[config.mk]
export PLATFORM = sky130hd
export DESIGN_NAME = txpause_sched
export DESIGN_NICKNAME = d
export VERILOG_FILES = /design/src/rtl/txpause_sched_pkg.sv /design/src/rtl/txpause_gen.sv /design/src/rtl/txpause_sched.sv
export SDC_FILE = /design/constraint.sdc
export NUM_CORES = 1
export LEC_CHECK = 0
export CAP_MARGIN = 40
export CORE_AREA = 3 3 124 126
export DETAILED_ROUTE_END_ITERATION = 12
export DIE_AREA = 0 0 127 129
export PLACE_DENSITY = 0.61
export SLEW_MARGIN = 20
export SYNTH_ARGS = -nofsm -noshare
export SYNTH_HDL_FRONTEND = slang
export SYNTH_SLANG_ARGS = --single-unit
export TNS_END_PERCENT = 5
[constraint.sdc]
create_clock -name clk -period 3.1 [get_ports clk]
set_clock_uncertainty 0.15 [all_clocks]
set_input_delay 0.62 -clock clk [delete_from_list [all_inputs] [get_ports clk]]
set_output_delay 0.62 -clock clk [all_outputs]
set_load 0.01 [all_outputs]
[src/rtl/txpause_sched_pkg.sv]
// rtl/txpause_sched_pkg.sv - MAC control PAUSE constants shared by TX scheduler and RX pause detector
package txpause_sched_pkg;

  localparam logic [47:0] PAUSE_DA        = 48'h01_00_00_C2_80_01;  // 01-80-C2-00-00-01, byte 0 in [7:0]
  localparam logic [15:0] PAUSE_ETHERTYPE = 16'h8808;
  localparam logic [15:0] PAUSE_OPCODE    = 16'h0001;
  localparam int          PAUSE_BEATS     = 8;
  localparam logic [7:0]  LAST_TKEEP      = 8'h0F;

  typedef enum logic [1:0] {
    ST_IDLE     = 2'd0,
    ST_USER     = 2'd1,
    ST_PAUSE_TX = 2'd2
  } state_t;

endpackage

[src/rtl/txpause_gen.sv]
// rtl/txpause_gen.sv - combinational PAUSE frame beat formatter (little-endian byte lanes)
module txpause_gen #(
  parameter int         PAUSE_BEATS = txpause_sched_pkg::PAUSE_BEATS,
  parameter logic [7:0] LAST_TKEEP  = txpause_sched_pkg::LAST_TKEEP,
  parameter int         BW          = 3
) (
  input  logic [BW-1:0] beat,
  input  logic [47:0]   src_mac,
  input  logic [15:0]   quanta,
  output logic [63:0]   tdata,
  output logic [7:0]    tkeep,
  output logic          tlast
);
  import txpause_sched_pkg::*;

  // Ethertype and opcode go out most-significant byte first on the wire
  always_comb begin
    tdata = '0;
    if (beat == BW'(0))
      tdata = {src_mac[15:0], PAUSE_DA};
    else if (beat == BW'(1))
      tdata = {PAUSE_OPCODE[7:0], PAUSE_OPCODE[15:8],
               PAUSE_ETHERTYPE[7:0], PAUSE_ETHERTYPE[15:8], src_mac[47:16]};
    else if (beat == BW'(2))
      tdata = {48'h0, quanta[7:0], quanta[15:8]};
  end

  assign tlast = (beat == BW'(PAUSE_BEATS - 1));
  assign tkeep = tlast ? LAST_TKEEP : 8'hFF;

endmodule

[src/rtl/txpause_sched.sv]
// rtl/txpause_sched.sv - TX arbiter inserting XOFF/XON PAUSE frames between user frames
module txpause_sched #(
  parameter int         PAUSE_BEATS = txpause_sched_pkg::PAUSE_BEATS,
  parameter logic [7:0] LAST_TKEEP  = txpause_sched_pkg::LAST_TKEEP
) (
  input  logic        clk,
  input  logic        aresetn,
  input  logic        cfg_tx_pause_enable,
  input  logic [15:0] cfg_pause_quanta,
  input  logic [15:0] cfg_refresh_cycles,
  input  logic [47:0] cfg_src_mac,
  input  logic        rx_pause_active,
  input  logic        xoff_req,
  input  logic [63:0] s_tdata,
  input  logic [7:0]  s_tkeep,
  input  logic        s_tvalid,
  input  logic        s_tlast,
  input  logic        s_tuser,
  output logic        s_tready,
  output logic [63:0] m_tdata,
  output logic [7:0]  m_tkeep,
  output logic        m_tvalid,
  output logic        m_tlast,
  output logic        m_tuser,
  input  logic        m_tready,
  output logic        tx_paused,
  output logic        pause_sent
);
  import txpause_sched_pkg::*;

  localparam int BW = (PAUSE_BEATS > 1) ? $clog2(PAUSE_BEATS) : 1;

  state_t        state, state_nxt;
  logic [BW-1:0] beat;
  logic          xoff_q;
  logic          pend;
  logic [15:0]   pend_quanta;
  logic [15:0]   cur_quanta;
  logic [15:0]   refresh_cnt;
  logic          pend_eff, start_pause, pause_acc, refresh_hit;
  logic          xoff_rise, xoff_fall;
  logic [63:0]   gen_tdata;
  logic [7:0]    gen_tkeep;
  logic          gen_tlast;

  assign xoff_rise   = xoff_req & ~xoff_q;
  assign xoff_fall   = ~xoff_req & xoff_q;
  assign refresh_hit = (cfg_refresh_cycles != 16'd0) && (refresh_cnt == cfg_refresh_cycles - 16'd1);
  assign pend_eff    = pend & cfg_tx_pause_enable;

  txpause_gen #(.PAUSE_BEATS(PAUSE_BEATS), .LAST_TKEEP(LAST_TKEEP), .BW(BW)) u_gen (
    .beat    (beat),
    .src_mac (cfg_src_mac),
    .quanta  (cur_quanta),
    .tdata   (gen_tdata),
    .tkeep   (gen_tkeep),
    .tlast   (gen_tlast)
  );

  always_ff @(posedge clk or negedge aresetn) begin
    if (!aresetn) begin
      state       <= ST_IDLE;
      beat        <= '0;
      xoff_q      <= 1'b0;
      pend        <= 1'b0;
      pend_quanta <= '0;
      cur_quanta  <= '0;
      refresh_cnt <= '0;
    end else begin
      state  <= state_nxt;
      xoff_q <= xoff_req;
      if (start_pause)
        cur_quanta <= pend_quanta;
      if (pause_acc)
        beat <= gen_tlast ? '0 : beat + BW'(1);
      // Later events overwrite the single pending slot; a start in the same cycle still re-arms it
      if (!cfg_tx_pause_enable) begin
        pend        <= 1'b0;
        refresh_cnt <= '0;
      end else begin
        if (start_pause)
          pend <= 1'b0;
        if (xoff_rise) begin
          pend        <= 1'b1;
          pend_quanta <= cfg_pause_quanta;
          refresh_cnt <= '0;
        end else if (xoff_fall) begin
          pend        <= 1'b1;
          pend_quanta <= '0;
          refresh_cnt <= '0;
        end else if (xoff_req) begin
          if (refresh_hit) begin
            pend        <= 1'b1;
            pend_quanta <= cfg_pause_quanta;
            refresh_cnt <= '0;
          end else begin
            refresh_cnt <= refresh_cnt + 16'd1;
          end
        end else begin
          refresh_cnt <= '0;
        end
      end
    end
  end

  always_comb begin
    state_nxt   = state;
    s_tready    = 1'b0;
    m_tdata     = '0;
    m_tkeep     = '0;
    m_tvalid    = 1'b0;
    m_tlast     = 1'b0;
    m_tuser     = 1'b0;
    tx_paused   = 1'b0;
    pause_sent  = 1'b0;
    start_pause = 1'b0;
    pause_acc   = 1'b0;
    case (state)
      ST_IDLE: begin
        tx_paused = rx_pause_active;
        if (pend_eff) begin
          state_nxt   = ST_PAUSE_TX;
          start_pause = 1'b1;
        end else if (s_tvalid && !rx_pause_active) begin
          state_nxt = ST_USER;
        end
      end
      ST_USER: begin
        m_tdata  = s_tdata;
        m_tkeep  = s_tkeep;
        m_tvalid = s_tvalid;
        m_tlast  = s_tlast;
        m_tuser  = s_tuser;
        s_tready = m_tready;
        if (s_tvalid && m_tready && s_tlast)
          state_nxt = ST_IDLE;
      end
      ST_PAUSE_TX: begin
        m_tdata   = gen_tdata;
        m_tkeep   = gen_tkeep;
        m_tvalid  = 1'b1;
        m_tlast   = gen_tlast;
        m_tuser   = 1'b1;
        pause_acc = m_tready;
        if (m_tready && gen_tlast) begin
          pause_sent = 1'b1;
          state_nxt  = ST_IDLE;
        end
      end
      default: state_nxt = ST_IDLE;
    endcase
  end

endmodule

==> run metrics <==
outcome complete, no violations; post-synthesis compound-gate area fraction 0.2376; Worst EP arrival 2290 ps; Fill cells 1322; worst r2r path cells 8; Seq cells post-synth 55; area of the multi-input gates 2949 µm²; mux cell area share after synthesis 0.05415; vias post-DR 4919; total wire length 17050 µm; Ports 239; Worst Hold Class input port to async pin; final routed DRC violation total 0; Pleak 3.747 nW; CP endpoint kind output pin; syn_area_per_cell 8.202 µm²; Worst Path Buf+Inv 3; EDFF count, synth 0; # clock sinks 55; Reg-to-Reg End pend_quanta[13]; Crit path depth 7; CP cell instances inv_1 > ha_1 > buf_4 > nand2_1 > or3_4 > o21ai_0 > clkdlybuf4s50_1; Most used DFF post-synth dfrtp_1; Max-Cap Viols 0; slowest CP cell clkdlybuf4s50_1; Post-Syn Nets 695; FMAX 326.5 MHz; routability congestion estimate 1.002; most common cell in the netlist nand2_1; RSZ-0062 raised after global routing yes; TritonCTS clock tree built; utilization after layout 0.5311; Core Area 14420 µm²; Synth area leaders dfrtp_1 (32%), nand2_1 (5.9%), a22o_1 (5.7%), a21oi_1 (5.1%), mux2_2 (4.7%); Detailed Route Iter0 Violations 180; top cells by instance count after synthesis nand2_1 (67), dfrtp_1 (55), a21oi_1 (44); storage element area 1376 µm²; warnings from Yosys 0; Max-slew headroom 0.5985; share of cells above drive strength 1 0.1458; maximum vdd drop 269.5 µV; sequential-to-total area share from yosys stat 0.3202; Design Area, Final 7661 µm²; synthesized area 4298 µm²; crit path to m_tdata[4]; Worst setup startpoint state[0]; xor/xnor share of the synthesized area 0.06114; Tcrit/Tclk final 0.9880; Final Hold Viols 0; die area 16380 µm²; CP Launch Type register; Setup-failing EPs final 0; cts bufs inserted 5; max-slew violations 0; worst-margin pin slew 602.3 ps; GR Overflow Total 0; first-pass GRT wire length 24820 µm; Setup TNS Final 0 ps; Top delay family on crit path buffers and inverters; R2R Setup Slk 460 ps; Async S/R FF share, synth 1.000; R2R Path Start refresh_cnt[11]; Port Buffers 238; Clock Latency Late Sink 290 ps; Core Rows 44; power density over the cells 520.6 nW/µm²; Routed Antenna Nets 0; area share of the largest cell type after synthesis 0.3202; initial antenna violation count 2; largest net degree at the start of global routing 33; Synth area leader dfrtp_1; Clock Path Buffers 2; GR Util All Layers 0.1866; final critical-path required period 3063 ps; DP Area 7132 µm²; Clk pin slew, worst setup/hold paths 70 ps; Netlist cell types 52; Layout area overhead 78.25%; DPL Wire Length 13620 µm; post-synthesis adder-cell area fraction 0.02911; CTS H-tree lvls 2; kind of critical path register to output pin; worst hold slack 88.69 ps; CTS root buffer clkbuf_16; vias in the first global route 4792; max incr delay on CP 550 ps; Die X 127 µm; WL/cell 17.61 µm; fin nets 953; simple-gate share of the synthesized area 0.2547; Cells after Synth 524; Critical Path RT 2330 ps; largest family of logic cells by synthesized area simple AND/OR/NAND/NOR gates; initial core utilization 0.2980; DRT Pass-1 Iters 6; crit-path max FO 14; drt via density 5.082; Die Y 129 µm
## metal layers
metal  up-vias  wire, µm  track usage
met1      2323      6495       0.2196
met5         -         0            0
met2       172      9155       0.3502
li1       2399         -            -
met4         0       439      0.05300
met3        25       960      0.02906
## placed cells by master, fill, tap and decap left out, drive strengths merged, types with 4 or more instances in the layout
| master | instances |
|---|---|
| nand4 | 6 |
| xnor2 | 16 |
| ha | 10 |
| inv | 10 |
| nor2 | 36 |
| a21boi | 4 |
| a21oi | 44 |
| a21o | 10 |
| mux2 | 18 |
| clkdlybuf4s50 | 174 |
| nor4 | 5 |
| nand3 | 27 |
| o21ai | 16 |
| nor2b | 8 |
| clkbuf | 8 |
| dfrtp | 55 |
| nand2 | 67 |
| and2 | 9 |
| buf | 49 |
| a221oi | 7 |
| nor3 | 5 |
| and3 | 18 |
| nand2b | 24 |
| o211ai | 18 |
| xor2 | 14 |
| a22o | 28 |
| dlymetal6s2s | 36 |
| dlygate4sd2 | 25 |
## what timing repair did
action | CTS | global route
hold buffers | 0 | 0
gates cloned | 0 | 2
setup endpoints to repair | 95 | 84
pin swaps | 2 | 13
setup buffers | 0 | 5
gates resized for setup | 38 | 73
## worst min path at each step
stage / end / slack, ps / cells after the start
6_report: cur_quanta[11] / 90 / 1
4_1_cts: pend_quanta[7] / 90 / 1
2_1_floorplan: beat[0] / 170 / 0
3_3_place_gp: cur_quanta[10] / 340 / 1
3_5_place_dp: cur_quanta[6] / 340 / 1
5_1_grt: cur_quanta[9] / 110 / 1
## sequential cells by signal, indices dropped and copies added, names as in the netlist
signal	cells
cur_quanta	16
pend_quanta	16
refresh_cnt	16
beat	3
state	2
pend	1
xoff_q	1
## kinds of logic after synthesis
logic type               Yosys count
XOR/XNOR                          30
AO/OA/AOI/OAI                    143
adder cells (fa/ha/maj)           10
buffers and inverters             47
flip-flops                        55
AND/OR/NAND/NOR                  218
multiplexers                      21
## cell type report
type | instances | area share
Sequential cell | 55 | 0.1797
Clock inverter | 1 | 0.001143
Antenna cell | 2 | 0.0006533
Timing Repair Buffer | 288 | 0.3805
Inverter | 10 | 0.004900
Clock buffer | 6 | 0.01813
Tap cell | 184 | 0.03005
Multi-Input combinational cell | 422 | 0.3849
## power by group
group	switching, mW	internal (mW)	total [mW]
combinational	1.09	1.29	2.38
sequential	0.145	0.896	1.04
clock	0.248	0.320	0.569
## stage by stage
| stage | power, mW | instances | setup WS, ps |
|---|---|---|---|
| after floorplan | 2.194 | 524 | 54.89 |
| after global placement | 3.438 | 952 | -429.4 |
| after detailed placement | 3.476 | 952 | -490.0 |
| after CTS | 4.002 | 959 | -74.14 |
| after global routing | 4.275 | 968 | -117.0 |
| final | 3.988 | 968 | 37.08 |
No activity file was read; power rests on OpenSTA's default activity.
